**config.mk**
```make
export PLATFORM = sky130hd
export DESIGN_NAME = dec_alu_stage
export DESIGN_NICKNAME = d
export VERILOG_FILES = /design/src/rtl/dec_alu_stage_pkg.sv /design/src/rtl/dec_alu_stage_pipe_skid_slot.sv /design/src/rtl/dec_alu_stage.sv
export SDC_FILE = /design/constraint.sdc
export NUM_CORES = 1
export LEC_CHECK = 0
export CAP_MARGIN = 20
export CORE_MARGIN = 1
export CORE_UTILIZATION = 50
export CTS_CLUSTER_SIZE = 16
export DETAILED_ROUTE_END_ITERATION = 6
export DONT_BUFFER_PORTS = 1
export PLACE_DENSITY = 0.71
export SYNTH_ARGS = -nofsm -noshare
export SYNTH_HDL_FRONTEND = slang
export SYNTH_SLANG_ARGS = --single-unit
```
**constraint.sdc**
```tcl
create_clock -name clk -period 3.3 [get_ports clk]
set_input_delay 0.33 -clock clk [delete_from_list [all_inputs] [get_ports clk]]
set_output_delay 0.33 -clock clk [all_outputs]
set_load 0.005 [all_outputs]
```
**src/rtl/dec_alu_stage_pkg.sv**
```systemverilog
// Shared widths and encodings for the decode-to-ALU stage register.
package dec_alu_stage_pkg;

    localparam int unsigned XLEN_DEF    = 32;
    localparam int unsigned REG_AW_DEF  = 5;
    localparam int unsigned ALU_OPW_DEF = 4;
    localparam int unsigned DC_CTLW_DEF = 3;
    localparam int unsigned OPC_W_DEF   = 7;
    localparam int unsigned CNT_W_DEF   = 8;

    // Data-cache control value meaning "no access".
    localparam logic [DC_CTLW_DEF-1:0] DC_CTL_NOP = '0;

    typedef enum logic [ALU_OPW_DEF-1:0] {
        ALU_ADD  = 4'd0,
        ALU_SUB  = 4'd1,
        ALU_AND  = 4'd2,
        ALU_OR   = 4'd3,
        ALU_XOR  = 4'd4,
        ALU_SLL  = 4'd5,
        ALU_SRL  = 4'd6,
        ALU_SRA  = 4'd7,
        ALU_SLT  = 4'd8,
        ALU_SLTU = 4'd9
    } alu_op_e;

endpackage

```
**src/rtl/dec_alu_stage_pipe_skid_slot.sv**
```systemverilog
// Single pipeline entry: valid bit plus payload, with load and clear.
module pipe_skid_slot #(
    parameter int unsigned W = 8
) (
    input  logic         i_clk,
    input  logic         i_rst_n,
    input  logic         i_load,
    input  logic         i_clear,
    input  logic         i_valid,
    input  logic [W-1:0] i_data,
    output logic         o_valid,
    output logic [W-1:0] o_data
);

    logic         r_valid;
    logic [W-1:0] r_data;

    // Clear wins over load; payload is only touched on load.
    always_ff @(posedge i_clk or negedge i_rst_n) begin
        if (!i_rst_n) begin
            r_valid <= 1'b0;
            r_data  <= '0;
        end else if (i_clear) begin
            r_valid <= 1'b0;
        end else if (i_load) begin
            r_valid <= i_valid;
            r_data  <= i_data;
        end
    end

    assign o_valid = r_valid;
    assign o_data  = r_data;

endmodule

```
**src/rtl/dec_alu_stage.sv**
```systemverilog
// Decode-to-ALU stage register with valid/ready handshake, one-entry skid
// buffer, flush, bubble gating of side-effect controls and a stall counter.
module dec_alu_stage
    import dec_alu_stage_pkg::*;
#(
    parameter int unsigned XLEN    = XLEN_DEF,
    parameter int unsigned REG_AW  = REG_AW_DEF,
    parameter int unsigned ALU_OPW = ALU_OPW_DEF,
    parameter int unsigned DC_CTLW = DC_CTLW_DEF,
    parameter int unsigned OPC_W   = OPC_W_DEF,
    parameter int unsigned CNT_W   = CNT_W_DEF
) (
    input  logic               clk,
    input  logic               reset,
    input  logic               in_valid,
    output logic               in_ready,
    input  logic               flush,
    input  logic [XLEN-1:0]    in_pc,
    input  logic [XLEN-1:0]    in_rs1_data,
    input  logic [XLEN-1:0]    in_rs2_data,
    input  logic [XLEN-1:0]    in_imm,
    input  logic               in_jal_sel,
    input  logic [ALU_OPW-1:0] in_alu_op,
    input  logic               in_wb_en,
    input  logic [DC_CTLW-1:0] in_dc_ctl,
    input  logic               in_csl,
    input  logic [REG_AW-1:0]  in_wb_addr,
    input  logic [REG_AW-1:0]  in_rs1_addr,
    input  logic [REG_AW-1:0]  in_rs2_addr,
    input  logic [OPC_W-1:0]   in_opcode,
    output logic               out_valid,
    input  logic               out_ready,
    output logic [XLEN-1:0]    out_op1,
    output logic [XLEN-1:0]    out_op2,
    output logic [XLEN-1:0]    out_imm,
    output logic [ALU_OPW-1:0] out_alu_op,
    output logic               out_wb_en,
    output logic [DC_CTLW-1:0] out_dc_ctl,
    output logic               out_csl,
    output logic [REG_AW-1:0]  out_wb_addr,
    output logic [REG_AW-1:0]  out_rs1_addr,
    output logic [REG_AW-1:0]  out_rs2_addr,
    output logic [OPC_W-1:0]   out_opcode,
    output logic [CNT_W-1:0]   stall_cnt,
    input  logic               stall_cnt_clr
);

    localparam int unsigned PW = 3*XLEN + ALU_OPW + 1 + DC_CTLW + 1 + 3*REG_AW + OPC_W;

    logic          w_m_valid, w_s_valid;
    logic [PW-1:0] w_m_data, w_s_data, w_in_data;
    logic          w_accept, w_m_free;
    logic          w_m_load, w_m_vin, w_s_load, w_s_vin;
    logic [PW-1:0] w_m_din;
    logic [CNT_W-1:0] r_stall_cnt;

    logic [XLEN-1:0]    w_m_op1, w_m_op2, w_m_imm;
    logic [ALU_OPW-1:0] w_m_alu_op;
    logic               w_m_wb_en, w_m_csl;
    logic [DC_CTLW-1:0] w_m_dc_ctl;
    logic [REG_AW-1:0]  w_m_wb_addr, w_m_rs1_addr, w_m_rs2_addr;
    logic [OPC_W-1:0]   w_m_opcode;

    // Jal mux is resolved at capture so the payload carries the final operand.
    assign w_in_data = {(in_jal_sel ? in_pc : in_rs1_data), in_rs2_data, in_imm,
                        in_alu_op, in_wb_en, in_dc_ctl, in_csl,
                        in_wb_addr, in_rs1_addr, in_rs2_addr, in_opcode};

    assign in_ready = !w_s_valid;
    assign w_accept = in_valid && !w_s_valid && !flush;
    assign w_m_free = !w_m_valid || out_ready;

    // Steering: refill M from S first to keep order, otherwise from the input.
    always_comb begin
        w_m_load = 1'b0;
        w_m_vin  = 1'b0;
        w_m_din  = w_in_data;
        w_s_load = 1'b0;
        w_s_vin  = 1'b0;
        if (w_m_free) begin
            w_m_load = 1'b1;
            if (w_s_valid) begin
                w_m_vin  = 1'b1;
                w_m_din  = w_s_data;
                w_s_load = 1'b1;
                w_s_vin  = w_accept;
            end else begin
                w_m_vin  = w_accept;
            end
        end else if (w_accept) begin
            w_s_load = 1'b1;
            w_s_vin  = 1'b1;
        end
    end

    pipe_skid_slot #(.W(PW)) u_main (
        .i_clk   (clk),
        .i_rst_n (reset),
        .i_load  (w_m_load),
        .i_clear (flush),
        .i_valid (w_m_vin),
        .i_data  (w_m_din),
        .o_valid (w_m_valid),
        .o_data  (w_m_data)
    );

    pipe_skid_slot #(.W(PW)) u_skid (
        .i_clk   (clk),
        .i_rst_n (reset),
        .i_load  (w_s_load),
        .i_clear (flush),
        .i_valid (w_s_vin),
        .i_data  (w_in_data),
        .o_valid (w_s_valid),
        .o_data  (w_s_data)
    );

    assign {w_m_op1, w_m_op2, w_m_imm, w_m_alu_op, w_m_wb_en, w_m_dc_ctl, w_m_csl,
            w_m_wb_addr, w_m_rs1_addr, w_m_rs2_addr, w_m_opcode} = w_m_data;

    assign out_valid    = w_m_valid;
    assign out_op1      = w_m_op1;
    assign out_op2      = w_m_op2;
    assign out_imm      = w_m_imm;
    assign out_alu_op   = w_m_alu_op;
    assign out_wb_en    = w_m_wb_en & w_m_valid;
    assign out_dc_ctl   = w_m_valid ? w_m_dc_ctl : DC_CTLW'(DC_CTL_NOP);
    assign out_csl      = w_m_csl & w_m_valid;
    assign out_wb_addr  = w_m_wb_addr;
    assign out_rs1_addr = w_m_rs1_addr;
    assign out_rs2_addr = w_m_rs2_addr;
    assign out_opcode   = w_m_valid ? w_m_opcode : '0;

    // Saturating count of cycles the held instruction waits on the ALU.
    always_ff @(posedge clk or negedge reset) begin
        if (!reset) begin
            r_stall_cnt <= '0;
        end else if (stall_cnt_clr) begin
            r_stall_cnt <= '0;
        end else if (!flush && w_m_valid && !out_ready && (r_stall_cnt != '1)) begin
            r_stall_cnt <= r_stall_cnt + 1'b1;
        end
    end

    assign stall_cnt = r_stall_cnt;

endmodule
```
* Word-level counts from Yosys, hierarchy flattened *
Cells that the tools add are included.
Widths: inputs -> output; s select.

word-level totals
  word-level logic and storage cells = 44
  input port bits = 166
  output and inout bits = 137
  register bits = 264

operators by class
  bitwise gates (word level) = 3
  reductions and logical operators = 15
  $add $sub $neg = 1
  mux-type cells = 19
  eq/ne operators = 1

operator list
  operator             number
  $mux 127             2
  $mux 32              1
  $mux 8               2
  $mux 1               12
  $add 8x1->8 const B  1
  $ne 8x8->1 const B   1
  $mux 7               1
  $reduce_bool 2->1    3
  $logic_and 1x1->1    5
  $logic_not 1->1      4
  $reduce_and 2->1     2
  $mux 3               1
  $and 1x1->1          2
  $logic_or 1x1->1     1
  $not 1->1            1

* Longest topological paths before layout *
Gate-level depths: netlist of run 1.

  word-level depth = 7
  depth in mapped cells = 8
  gate-level depth less buffers = 5

* Modules after synthesis *
From an unflattened synthesis of run 1, not the netlist that was laid out.

second synthesis, totals
  cells, all modules = 789
  area total of the unflattened synthesis = 12406.9 µm²

modules (own cells, without submodules)
  module          area an instance (µm²)  times used  cells each  seq. area each (µm²)
  pipe_skid_slot  4908.5                  2           272         3203.1
  dec_alu_stage   2590.0                  1           245         200.2

* Least setup slack after synthesis of run 1 *
Ideal clock, no wire load.

  path kind = input to register
  start = in out_ready
  end = reg u_skid.r_data[100] (netlist: u_skid.o_data[100])
  required time = 3175 ps
  buffers on the path = 3
  slack = 1617 ps
  arrival time = 1558 ps
  stages = 7
  library setup time = 125 ps
  cell sequence = nand2b_2 > nand3b_1 > a21oi_1 > buf_4 > buf_12 > buf_12 > mux2_4

between the ends
  longest elaborated chain between the ends = 3

RTL lines
  element                            line                                RTL
  from (decl)                        dec_alu_stage.sv:32                 input logic out_ready,
  $logic_or 1x1->1                   dec_alu_stage.sv:71                 assign w_m_free = !w_m_valid || out_ready;
  $mux 1                             dec_alu_stage.sv:80                 if (w_m_free) begin
  $reduce_and 2->1 (no source line)  n/a
  to (signal assigned)               dec_alu_stage_pipe_skid_slot.sv:27  r_data <= i_data;
  to (decl)                          dec_alu_stage_pipe_skid_slot.sv:16  logic [W-1:0] r_data;

No other way between the ends.
A chain may end at the register's enable or synchronous reset.

* Worst setup path in the final report of run 1 *
  start = reg u_main.r_valid (netlist: u_main.o_valid)
  end = reg u_skid.r_data[63] (netlist: u_skid.o_data[63])

between the ends
  longest elaborated chain between the ends = 4

RTL lines
  element                            line                                RTL
  from (decl)                        dec_alu_stage_pipe_skid_slot.sv:15  logic r_valid;
  from (signal assigned)             dec_alu_stage_pipe_skid_slot.sv:26  r_valid <= i_valid;
  $logic_not 1->1                    dec_alu_stage.sv:71
  $logic_or 1x1->1                   dec_alu_stage.sv:71
  $mux 1                             dec_alu_stage.sv:80
  $reduce_and 2->1 (no source line)  n/a

No other way between the ends.

==> impl_summary.md, run 1 <==
Cells and area
In the final layout, the share of cells above drive strength 1 is 0.2132. The repair_antennas step left the layout with diodes totalling 0. For this run, the post-layout net count is 1163. Compared with the post-synthesis result, the final layout area differs by 10.48%. The layout has around 2000 filler cells.

Detailed routing
Routed signal wires occupy layers up through met4. The first TritonRoute pass finished after 4 iterations. Wires add up to 24.74 mm. After the first detailed-routing iteration, the DRC count stood at roughly 340. The number of antenna-violating nets in the routed design is 0. The number of remaining DRC errors is 0. Detailed routing placed a total of between 1.5 and 2 mm of wire on met3. In the detailed route, the total length drawn on met2 is around 12 mm. The total vias in the final route is 7119. The met1 routed wirelength after detailed routing is between 10 and 15 mm. In the final routed layout, each cell accounts on average for around 18 um.

In the routed layout, each cell is associated on average with a via count of about 5.3.

Pwr
The internal cell power is 6647 uW. The peak supply drop is 0.3975 mV. The sequential group share of total power is 0.496. The share of total power dissipated in the clock network is 0.386. For this design the ratio of total power to cell area is 631.6 mW/mm^2. The net switching power of the design is 2049 uW.

Of the total power, combinational logic draws 0.118. The static power due to leakage is 0.005955 uW. The switching share of power is 0.2356.

Critical path
STA classifies the critical path startpoint as a flip-flop. The critical path class is flip-flop to flip-flop. STA puts the critical path data required time at about 3.7 ns. The endpoint class of the critical path is a flip-flop. The endpoint identified for the worst register-to-register timing path is u_skid.o_data[63]$_DFFE_PN0P_. The depth of the most critical reg-to-reg path is 5.

The biggest fanout along the worst timing path is 69. The worst reg-to-reg setup slack is 0.99 ns. The launch instance of the worst register-to-register path is u_main.o_valid$_DFFE_PN0P_.

The critical path arrival is ~2.7 ns.

STA
The post-route clock skew is 0.01428 ns. The max-slew violation count is 0. The share of the clock period used by the worst path after layout is 0.7011. The count of final hold-check violations came to 264. The worst-case hold slack is -0.5099 ns.

The count of final setup violators is 0. The final critical delay including setup and external delays is 2.314 ns. The final total negative setup slack is 0 ns. The maximum clock rate is 432.2 MHz.

The relative max-transition margin is 0.6013. For the pin with the worst max-slew slack, the measured transition is 0.5981 ns. Setup repair after global routing left no endpoint under its margin.

Flow run
Max-cap violations in this run came to 0.

Global route
The first-pass GRT wire length is 40.23 mm. Entering global routing, the biggest net connects 265 pins. For this run the aggregate overflow at the end of global routing stands at 0.

The number of antenna violations at the first check in global routing came to 0. The global routing usage summed across all routing layers is 0.1947. The via count of the first global-routing pass is 7514.

Floorplan
Measured along the x axis, the die boundary spans 159.9 um. The effective utilization at floorplan is 0.5109. The boundary pin count is roughly 300. The floorplan step set the die height to between 150 and 200 um. The die covers 0.02556 mm^2.

The floorplan step defined a core boundary enclosing between 0.02 and 0.025 mm^2. The floorplan has 57 rows.

Synth
The number of synthesized register bits is 264. The average cell area after synthesis is 12.02 um^2. By instance count, the leading cell after synthesis is sky130_fd_sc_hd__dfrtp_1. The count of flip-flops with a built-in enable after synthesis is 0. In this run the cell area of the synthesized design comes to around 0.012 mm^2. The net count after synthesis is 1204.

The part of the Yosys area used for sequential elements is 0.5301. The commonest register cell after synthesis is sky130_fd_sc_hd__dfrtp_1. Yosys attributes the largest share of cell area to sky130_fd_sc_hd__dfrtp_1 53%, sky130_fd_sc_hd__mux2_2 12%, sky130_fd_sc_hd__mux2i_1 10%. In the synthesized netlist, the cells that appear most often are 264 x sky130_fd_sc_hd__dfrtp_1, 130 x sky130_fd_sc_hd__nand2_1, 129 x sky130_fd_sc_hd__mux2_2, 129 x sky130_fd_sc_hd__mux2i_1, 128 x sky130_fd_sc_hd__o21ai_0. For this run, asynchronously set or reset flops after synthesis account for 1.000.

The warning count from the yosys run is 0. Of the post-synthesis cell area, the dominant cell type holds 0.5301. The number of unique standard cell types used by synthesis is 32. The library cell occupying the most area in the post-synthesis netlist is sky130_fd_sc_hd__dfrtp_1. Synthesis handed over a netlist of 1037 instances.

Clocking
The master cell of the clock root buffer is sky130_fd_sc_hd__clkbuf_16. The H-tree depth is 1. TritonCTS built the clock tree. In this run, CTS created clock tree buffers numbering 29. In this run the deepest clock path goes through 3 buffers. The number of buffers inserted for hold repair after clock tree synthesis is 99. For the worst-skew pair, the clock arrives at the later sink with an insertion delay of 0.53 ns. Clock-pin slew was measured on the worst setup and hold paths at 0.06 ns. The number of clock sinks seen by CTS is 264.

Run status
The checks that failed: hold timing. The run finished, with violations left.

Placed design
The HPWL after detailed placement is 14.98 mm. The number of port buffers is 0. Routability-driven placement finished with a final weighted congestion of 0.7813.

Min path
The min-delay analysis places its worst path in the category input port to asynchronous set/reset pin.
## registers in the layout, indices dropped and copies added (netlist names)
register	count
u_main.o_data	127
u_skid.o_data	127
stall_cnt	8
u_main.o_valid	1
u_skid.o_valid	1
## placed cells by master (no fill, tap or decap), types with 2 or more instances in the layout
cell and instances:
sky130_fd_sc_hd__nor3_1 4, sky130_fd_sc_hd__clkinv_2 7, sky130_fd_sc_hd__xor2_1 2, sky130_fd_sc_hd__clkbuf_16 29, sky130_fd_sc_hd__dlygate4sd3_1 99, sky130_fd_sc_hd__buf_12 5
sky130_fd_sc_hd__dfrtp_1 263, sky130_fd_sc_hd__clkbuf_1 7, sky130_fd_sc_hd__and2_1 13, sky130_fd_sc_hd__nand2_1 130, sky130_fd_sc_hd__nor2_1 6, sky130_fd_sc_hd__mux2_2 129
sky130_fd_sc_hd__o21ai_0 128, sky130_fd_sc_hd__mux2i_1 129, sky130_fd_sc_hd__mux2_4 30, sky130_fd_sc_hd__a21oi_1 5, sky130_fd_sc_hd__bufinv_16 5, sky130_fd_sc_hd__and3_1 3
sky130_fd_sc_hd__clkbuf_8 4
## cell families (layout without fill, tap and decap cells)
family                     count (synthesis)  in the layout  synth area share
AOI/OAI and AO/OA                        138            138           0.05683
DFF                                      264            264            0.5301
buffers and inverters                    178            159           0.09819
and+or+nand+nor                          166            166           0.05613
adders and majority gates                  1              1          0.001004
muxes                                    288            288            0.2563
xor gates and xnor gates                   2              2          0.001406
## worst max path at each step
stage,endpoint,cells after the start,from,slack [ns]
6_report,u_skid.o_data[63]$_DFFE_PN0P_,5,u_main.o_valid$_DFFE_PN0P_,0.99
5_1_grt,u_skid.o_data[63]$_DFFE_PN0P_,5,u_main.o_valid$_DFFE_PN0P_,0.87
4_1_cts,u_skid.o_data[47]$_DFFE_PN0P_,5,u_main.o_valid$_DFFE_PN0P_,1.01
3_5_place_dp,u_skid.o_data[66]$_DFFE_PN0P_,5,u_main.o_valid$_DFFE_PN0P_,1.01
3_3_place_gp,u_skid.o_data[71]$_DFFE_PN0P_,5,u_main.o_valid$_DFFE_PN0P_,1.07
2_1_floorplan,u_skid.o_data[100]$_DFFE_PN0P_,7,out_ready,1.62
## metal layers
layer / vias to the layer above / GRT usage
li1: 3361 / -
met1: 3483 / 0.2398
met2: 225 / 0.3356
met3: 50 / 0.04935
met4: 0 / 0.06147
met5: - / 0
## worst max-delay path, cell delays in order (launching register included)
cell,delay [ns]
sky130_fd_sc_hd__dfrtp_1,0.67
sky130_fd_sc_hd__nand2b_2,0.21
sky130_fd_sc_hd__nand3b_1,0.25
sky130_fd_sc_hd__a21oi_4,0.24
sky130_fd_sc_hd__buf_12,0.34
sky130_fd_sc_hd__mux2_2,0.40
## timing repair
action,4_1_cts,5_1_grt
setup endpoints to repair,0,0
hold endpoints to repair,439,264
resized for setup,0,0
setup buffers,0,0
## through the flow
step                      setup WS [ns]  instance area, um^2  total power [uW]  utilization  instances
final                            0.9863                13770              8696       0.5645       1342
after global routing             0.8657                13770              9096       0.5645       1342
after CTS                         1.014                13770              8785       0.5645       1342
after detailed placement          1.013                11780              5274       0.4829       1190
after global placement            1.067                11780              5203       0.4829       1190
after floorplan                   1.617                12460              5280            -       1037
## power by group through the flow
stage | combinational (uW) | clock (uW) | sequential [uW]
3_5_place_dp | 919 | 0 | 4350
6_report | 1030 | 3350 | 4310
3_3_place_gp | 878 | 0 | 4330
4_1_cts | 1030 | 3450 | 4310
5_1_grt | 1140 | 3560 | 4390
2_1_floorplan | 1100 | 0 | 4180
## layout make-up
cell class	count	area, um^2	share of cell area
sequential	264	6610	0.4801
timing repair buffer	105	1099	0.07979
multi-input combinational	595	4651	0.3378
clock inverter	13	192.7	0.01399
tap	324	405.4	0.02944
clock buffer	40	807.0	0.05862
inverter	1	3.754	0.0002726
(Power assumes the default switching activity.)
==> run 2: changes to the inputs <==
PLACE_DENSITY = 0.74   (was 0.71)
clock period = 2.1 ns   (was 3.3 ns; I/O delays follow)
==> impl_summary.md, run 2 (synthesis gave the netlist of run 1 again) <==
Detailed routing
The number of antenna-violating nets in the routed design is 0 (unchanged). The detailed router's first-iteration violation count came to 480 (+42%). The total vias in the final route was 7576 (+6.4%). The number of remaining DRC errors was 0 (unchanged). The average detailed-routed wire length per instance is 19.05 um (+3.3%). The detail-routed via count per cell is 5.358 (+1.0%).

The detailed-route wire length is 26.94 mm (+8.9%). The number of search-and-repair iterations in the first detailed-routing pass is 6 (+2).

Placed design
The detailed placement HPWL came to 15.93 mm (+6.4%). The final weighted congestion of routability-driven global placement is 0.7445 (-4.7%). The number of port buffers is 0 (unchanged).

Flow run
The max-capacitance violation count is 0 (unchanged).

Global route
The global routing usage summed across all routing layers is 0.2068 (+0.01202). The final global-route overflow total is 0 (unchanged). The number of antenna violations at the first check in global routing was 3 (+3). The first-pass GRT wire length came to 42.88 mm (+6.6%).

The via count of the first global-routing pass is 7994 (+6.4%). The pin count of the biggest net entering global routing was 265 (unchanged).

Pwr
The switching share of power is 0.2460 (+0.01044). The power per unit of standard cell area is 921.5 mW/mm^2 (+46%). The internal cell power is 9998 uW (+50%). The peak supply drop is 0.5441 mV (+37%). The clock group share of total power came to 0.353 (-0.033).

The static power due to leakage is 0.006210 uW (+4.3%). The net switching power of the design is 3263 uW (+59%). The sequential group share of total power is 0.511 (+0.015). The share of total power in combinational logic is 0.135 (+0.017).

Min path
The class of the tightest hold or removal check is input port to asynchronous set/reset pin.

Critical path
The endpoint class of the critical path is a flip-flop. The required time at the endpoint of the critical path is 2.51 ns (-1.20 ns). The worst setup path is launched from a flip-flop. The critical path is of the flip-flop to flip-flop type. The depth of the most critical reg-to-reg path is 6 (+1). The critical path arrival came to 2.26 ns (-0.46 ns). The biggest fanout along the worst timing path is 27 (-61%). The worst reg-to-reg setup slack is 0.25 ns (-0.74 ns). The launch instance of the worst register-to-register path is u_skid.o_valid$_DFFE_PN0P_. The worst flop-to-flop path endpoint is u_skid.o_data[2]$_DFFE_PN0P_.

Cells and area
The relative area change from synthesis to final layout is 15.47%. The number of nets in the finished design is 1237 (+6.4%). In the layout the commonest cells are 263 x sky130_fd_sc_hd__dfrtp_1, 164 x sky130_fd_sc_hd__dlygate4sd3_1, 130 x sky130_fd_sc_hd__nand2_1.

The share of final-layout standard cells stronger than drive strength 1 is 0.2004 (-0.01280). The area taken by multi-input logic gates came to 0.004651 mm^2 (unchanged). The number of filler cells placed in the layout was 1868 (-5.9%). The area of all sequential standard cells came to 0.006610 mm^2 (unchanged). The library cell used most frequently in the layout, excluding fill and tap cells, is sky130_fd_sc_hd__dfrtp_1.

Floorplan
The full die area came to 0.02556 mm^2 (unchanged). The height of the die is 159.9 um (unchanged). The boundary pin count was 303 (unchanged). The number of rows created at floorplan came to 57 (unchanged). The floorplan core area is 0.02439 mm^2 (unchanged). The die outline width is 159.9 um (unchanged).

The effective utilization at floorplan came to 0.5109 (unchanged).

Run status
The final reports fail on hold timing. The flow ran to the end, but the final reports show violations.

STA
The post-route clock skew is 0.02036 ns (+0.006075 ns). The final total negative setup slack is 0 ns (unchanged). The count of final hold-check violations is 264 (unchanged). The relative max-transition margin is 0.4002 (-0.2011).

Setup repair after global routing left no endpoint under its margin. The final critical delay including setup and external delays was 1.852 ns (-0.4616 ns). The max-slew violation count came to 0 (unchanged). The actual slew at the worst max-slew pin is 0.8997 ns (+0.3016 ns). The maximum clock rate is 539.9 MHz (+25%). The worst-case hold slack is -0.6223 ns (-0.1124 ns). The share of the clock period used by the worst path after layout is 0.8819 (+0.1808). The count of final setup violators is 0 (unchanged).

Clocking
The H-tree depth is 1 (unchanged). The number of buffers added by the clock tree synthesis step is 28 (-3.4%). The post-CTS setup-driven buffer insertion count is 0 (unchanged). The TritonCTS clock tree is done. The cell sitting at the root of the clock tree is a sky130_fd_sc_hd__clkbuf_16.

The clock-pin slew on the worst setup and hold paths is 0.06 ns (about the same). The number of clock sinks seen by CTS came to 264 (unchanged). The later-pin clock latency in the skew report was 0.54 ns (about the same).

The maximum clock insertion buffer count came to 3 (unchanged). The number of buffers inserted for hold repair after clock tree synthesis is 164 (+66%).
[run 2: stage by stage]
stage / area, um^2 / cells / setup slack [ns] / utilization / total power, uW
4_1_cts: 14380 / 1412 / 0.04740 / 0.5896 / 13360
3_3_place_gp: 11880 / 1200 / 0.2786 / 0.4870 / 8200
3_5_place_dp: 11880 / 1200 / 0.2430 / 0.4870 / 8322
5_1_grt: 14390 / 1414 / 0.1057 / 0.5900 / 13890
6_report: 14390 / 1414 / 0.2479 / 0.5900 / 13260
2_1_floorplan: 12460 / 1037 / 0.4403 / - / 8297
[run 2: timing repair]
item,CTS,global route
setup endpoints to repair,0,1
gates resized for setup,0,1
hold endpoints to repair,496,264
[run 2: worst max-delay path by stage]
stage	cells past startpoint	slack, ns	startpoint	endpoint
2_1_floorplan	7	0.44	u_main.o_valid$_DFFE_PN0P_	u_skid.o_data[100]$_DFFE_PN0P_
4_1_cts	4	0.05	u_skid.o_valid$_DFFE_PN0P_	u_main.o_valid$_DFFE_PN0P_
6_report	6	0.25	u_skid.o_valid$_DFFE_PN0P_	u_skid.o_data[2]$_DFFE_PN0P_
5_1_grt	5	0.11	u_main.o_valid$_DFFE_PN0P_	stall_cnt[7]$_DFFE_PN0P_
3_5_place_dp	6	0.24	u_skid.o_valid$_DFFE_PN0P_	u_skid.o_data[2]$_DFFE_PN0P_
3_3_place_gp	6	0.28	u_skid.o_valid$_DFFE_PN0P_	u_skid.o_data[95]$_DFFE_PN0P_
[run 2: power groups by stage]
stage | combinational [uW] | sequential (uW) | clock (uW)
global placement | 1410 | 6790 | 0
CTS | 1780 | 6760 | 4820
detailed placement | 1480 | 6840 | 0
global route | 1970 | 6900 | 5020
floorplan | 1720 | 6570 | 0
finish | 1790 | 6780 | 4690
[run 2: cell type report]
class / count / share of cell area
clock buffer: 43 / 0.05539
inverter: 1 / 0.0002608
antenna: 2 / 0.0003478
sequential: 264 / 0.4593
tap: 324 / 0.02817
clock inverter: 5 / 0.004521
timing repair buffer: 180 / 0.1288
multi-input combinational: 595 / 0.3232
[run 2: worst max-delay path, cell delays in order, from the launching register on]
cell                       delay (ns)
sky130_fd_sc_hd__dfrtp_4         0.50
sky130_fd_sc_hd__inv_2           0.06
sky130_fd_sc_hd__nand3b_1        0.11
sky130_fd_sc_hd__a21oi_4         0.23
sky130_fd_sc_hd__buf_12          0.21
sky130_fd_sc_hd__buf_12          0.25
sky130_fd_sc_hd__mux2_2          0.37
[run 2: layer usage]
metal	share of wire	global-route usage	routed length [um]
met5	0.00063	0	17
met4	0.031	0.06797	833
met2	0.49	0.3460	13170
met1	0.40	0.2594	10870
met3	0.076	0.05688	2053
==> run 3: changes to the inputs <==
ABC_CLOCK_PERIOD_IN_PS = 2100   (was default)
CORE_UTILIZATION = 41   (was 50)
CTS_BUF_LIST = sky130_fd_sc_hd__clkbuf_8   (was default)
PLACE_DENSITY = 0.63   (was 0.74)
==> impl_summary.md, run 3 (synthesis gave the netlist of run 1 again) <==
Cells and area
The library cells used most frequently in the layout, excluding fill and tap cells, are 263 x sky130_fd_sc_hd__dfrtp_1, 169 x sky130_fd_sc_hd__dlygate4sd3_1, 130 x sky130_fd_sc_hd__nand2_1. The share of final-layout standard cells stronger than drive strength 1 is 0.2226 (+0.02225). The number of filler cells placed in the layout is 2559 (+37%).

The relative area change from synthesis to final layout is 17.67%. The number of nets in the finished design is 1259 (+1.8%). The utilization of the core after routing came to 0.4921 (-0.09783). The most common cell after layout, fill and taps aside is sky130_fd_sc_hd__dfrtp_1. The final non-filler cell total is 1516 (+7.2%).

Pwr
The clock group share of total power is 0.370 (+0.017). The power per unit of standard cell area came to 923.1 mW/mm^2 (+0.16%). The internal cell power is 10170 uW (+1.7%). The peak supply drop is 0.5620 mV (+3.3%).

The net switching power of the design came to 3369 uW (+3.3%). The static power due to leakage is 0.006349 uW (+2.3%). The share of total power in combinational logic is 0.130 (-0.005). The sequential group share of total power is 0.499 (-0.012). The switching share of power came to 0.2489 (+0.002885).

Clocking
The number of buffers added by the clock tree synthesis step came to 46 (+64%). The H-tree depth is 2 (+1). The number of buffers inserted for hold repair after clock tree synthesis is 169 (+3.0%).

The TritonCTS clock tree is done. The post-CTS setup-driven buffer insertion count came to 0 (unchanged). The count of instances resized after the clock tree is built was 0 (unchanged).

The later-pin clock latency in the skew report is 0.56 ns (+0.02 ns). The number of clock sinks seen by CTS is 264 (unchanged). The maximum clock insertion buffer count is 3 (unchanged).

The clock-pin slew on the worst setup and hold paths is 0.06 ns (about the same). The master cell of the clock root buffer is sky130_fd_sc_hd__clkbuf_8.

Floorplan
The number of rows created at floorplan is 63 (+11%). The height of the die is 176.3 um (+10%). The floorplan core area is 0.02980 mm^2 (+22%). The die outline width is 176.3 um (+10%). The boundary pin count is 303 (unchanged). The full die area is 0.03110 mm^2 (+22%). The effective utilization at floorplan is 0.4182 (-0.09269).

Global route
The number of antenna violations at the first check in global routing was 3 (unchanged). The global routing usage summed across all routing layers came to 0.1700 (-0.03672). The first-pass GRT wire length is 42.39 mm (-1.1%). The via count of the first global-routing pass is 7965 (-0.36%). The final global-route overflow total is 0 (unchanged).

The pin count of the biggest net entering global routing came to 265 (unchanged).

STA
The worst-case hold slack is -0.6421 ns (-0.01983 ns). The relative max-transition margin is 0.5260 (+0.1258). The count of final hold-check violations was 264 (unchanged). The max-slew violation count is 0 (unchanged). The count of final setup violators was 0 (unchanged). The post-route clock skew came to 0.01532 ns (-0.005032 ns). The share of the clock period used by the worst path after layout is 0.9058 (+0.02380). The final total negative setup slack is 0 ns (unchanged). The actual slew at the worst max-slew pin is 0.7110 ns (-0.1887 ns).

The final critical delay including setup and external delays is 1.902 ns (+0.04999 ns). The maximum clock rate is 525.7 MHz (-2.6%). Setup repair after global routing left no endpoint under its margin.

Run status
The run finished, with violations left. The checks that failed: hold timing.

Critical path
The biggest fanout along the worst timing path came to 56 (+110%). The startpoint kind of the worst setup timing path is a flip-flop. The critical path arrival is 2.33 ns (+0.07 ns). The required time at the endpoint of the critical path is 2.53 ns (+0.02 ns). The start point of the critical path is u_main.o_valid$_DFFE_PN0P_. In this run the critical register-to-register path is launched from u_main.o_valid$_DFFE_PN0P_.

The critical path class is flip-flop to flip-flop. STA classifies the critical path endpoint as a flip-flop.

Detailed routing
The detail-routed via count per cell is 4.966 (-7.3%). The total vias in the final route is 7528 (-0.63%). The detailed-route wire length was 26.43 mm (-1.9%). The number of remaining DRC errors is 0 (unchanged). The average detailed-routed wire length per instance was 17.44 um (-8.5%). The number of search-and-repair iterations in the first detailed-routing pass came to 4 (-2). The detailed router's first-iteration violation count is 408 (-15%). The number of antenna-violating nets in the routed design came to 0 (unchanged).

Placed design
The detailed placement HPWL was 15.88 mm (-0.32%). The total placed cells including tap cells is 1265 (+5.4%). The final weighted congestion of routability-driven global placement is 0.7519 (+0.99%).

The number of port buffers is 0 (unchanged).

Min path
The class of the tightest hold or removal check is input port to asynchronous set/reset pin.

Flow run
The max-capacitance violation count came to 0 (unchanged).
-- run 3: cell types whose count changed in the layout (fill, tap and decap cells not counted), moves of 2 or more --
cell                            delta
sky130_fd_sc_hd__clkbuf_16        -28
sky130_fd_sc_hd__clkbuf_1         -11
sky130_fd_sc_hd__clkbuf_8         +55
sky130_fd_sc_hd__bufinv_16         +2
sky130_fd_sc_hd__clkinvlp_4        +3
sky130_fd_sc_hd__buf_12            +2
sky130_fd_sc_hd__inv_1             +9
sky130_fd_sc_hd__dlygate4sd3_1     +5
sky130_fd_sc_hd__buf_4             -2
sky130_fd_sc_hd__clkinv_2          +2
-- run 3: metrics by stage --
step / instance area (um^2) / setup WS, ns / total power, uW
after floorplan: 12460 / 0.4403 / 8297
after global placement: 11980 / 0.2417 / 8205
after detailed placement: 11980 / 0.2050 / 8311
after CTS: 14660 / 0.2043 / 13700
after global routing: 14660 / 0.1113 / 14240
final: 14660 / 0.1979 / 13540
-- run 3: final cells by class --
class                   instances  area [um^2]  area share
flip-flops and latches        264         6610      0.4508
multi-input cells             595         4651      0.3171
repair buffers                184         1917      0.1307
clock buffers                  59        812.0     0.05538
well taps                     390        488.0     0.03328
clock inverters                20        175.2     0.01195
diodes                          3        7.507   0.0005119
inverters                       1        3.754   0.0002560
-- run 3: final timing paths --
| path | to | slack (ns) | cells past startpoint |
|---|---|---|---|
| setup reg to reg | u_skid.o_data[77]$_DFFE_PN0P_ | 0.20 | 5 |
| min in group clk | u_main.o_data[120]$_DFFE_PN0P_ | 0.04 | 3 |
| setup / recovery | u_skid.o_data[77]$_DFFE_PN0P_ | 0.20 | 5 |
| hold reg to reg | u_main.o_data[23]$_DFFE_PN0P_ | 0.47 | 2 |
| hold / removal | u_main.o_data[119]$_DFFE_PN0P_ | -0.64 | 0 |
| max in group asynchronous | u_main.o_data[87]$_DFFE_PN0P_ | 2.32 | 0 |
-- run 3: worst max-delay path: stages (launching register included) --
cell and delay (ns):
sky130_fd_sc_hd__dfrtp_1 0.36, sky130_fd_sc_hd__nand2b_2 0.14, sky130_fd_sc_hd__nand3b_1 0.24, sky130_fd_sc_hd__a21oi_4 0.24
sky130_fd_sc_hd__buf_12 0.33, sky130_fd_sc_hd__mux2_2 0.39
-- run 3: layer usage --
metal,vias up,GRT usage,share of wire
met5,-,0,0
met4,0,0.06178,0.028
met3,62,0.05233,0.076
met2,231,0.2782,0.47
met1,3671,0.2113,0.42
li1,3564,-,-
-- run 3: power by group through the flow --
stage / Combinational [uW] / Sequential, uW / Clock, uW
final: 1760 / 6760 / 5010
after global routing: 1950 / 6890 / 5400
after CTS: 1780 / 6750 / 5170
after detailed placement: 1480 / 6840 / 0
after global placement: 1400 / 6800 / 0
after floorplan: 1720 / 6570 / 0
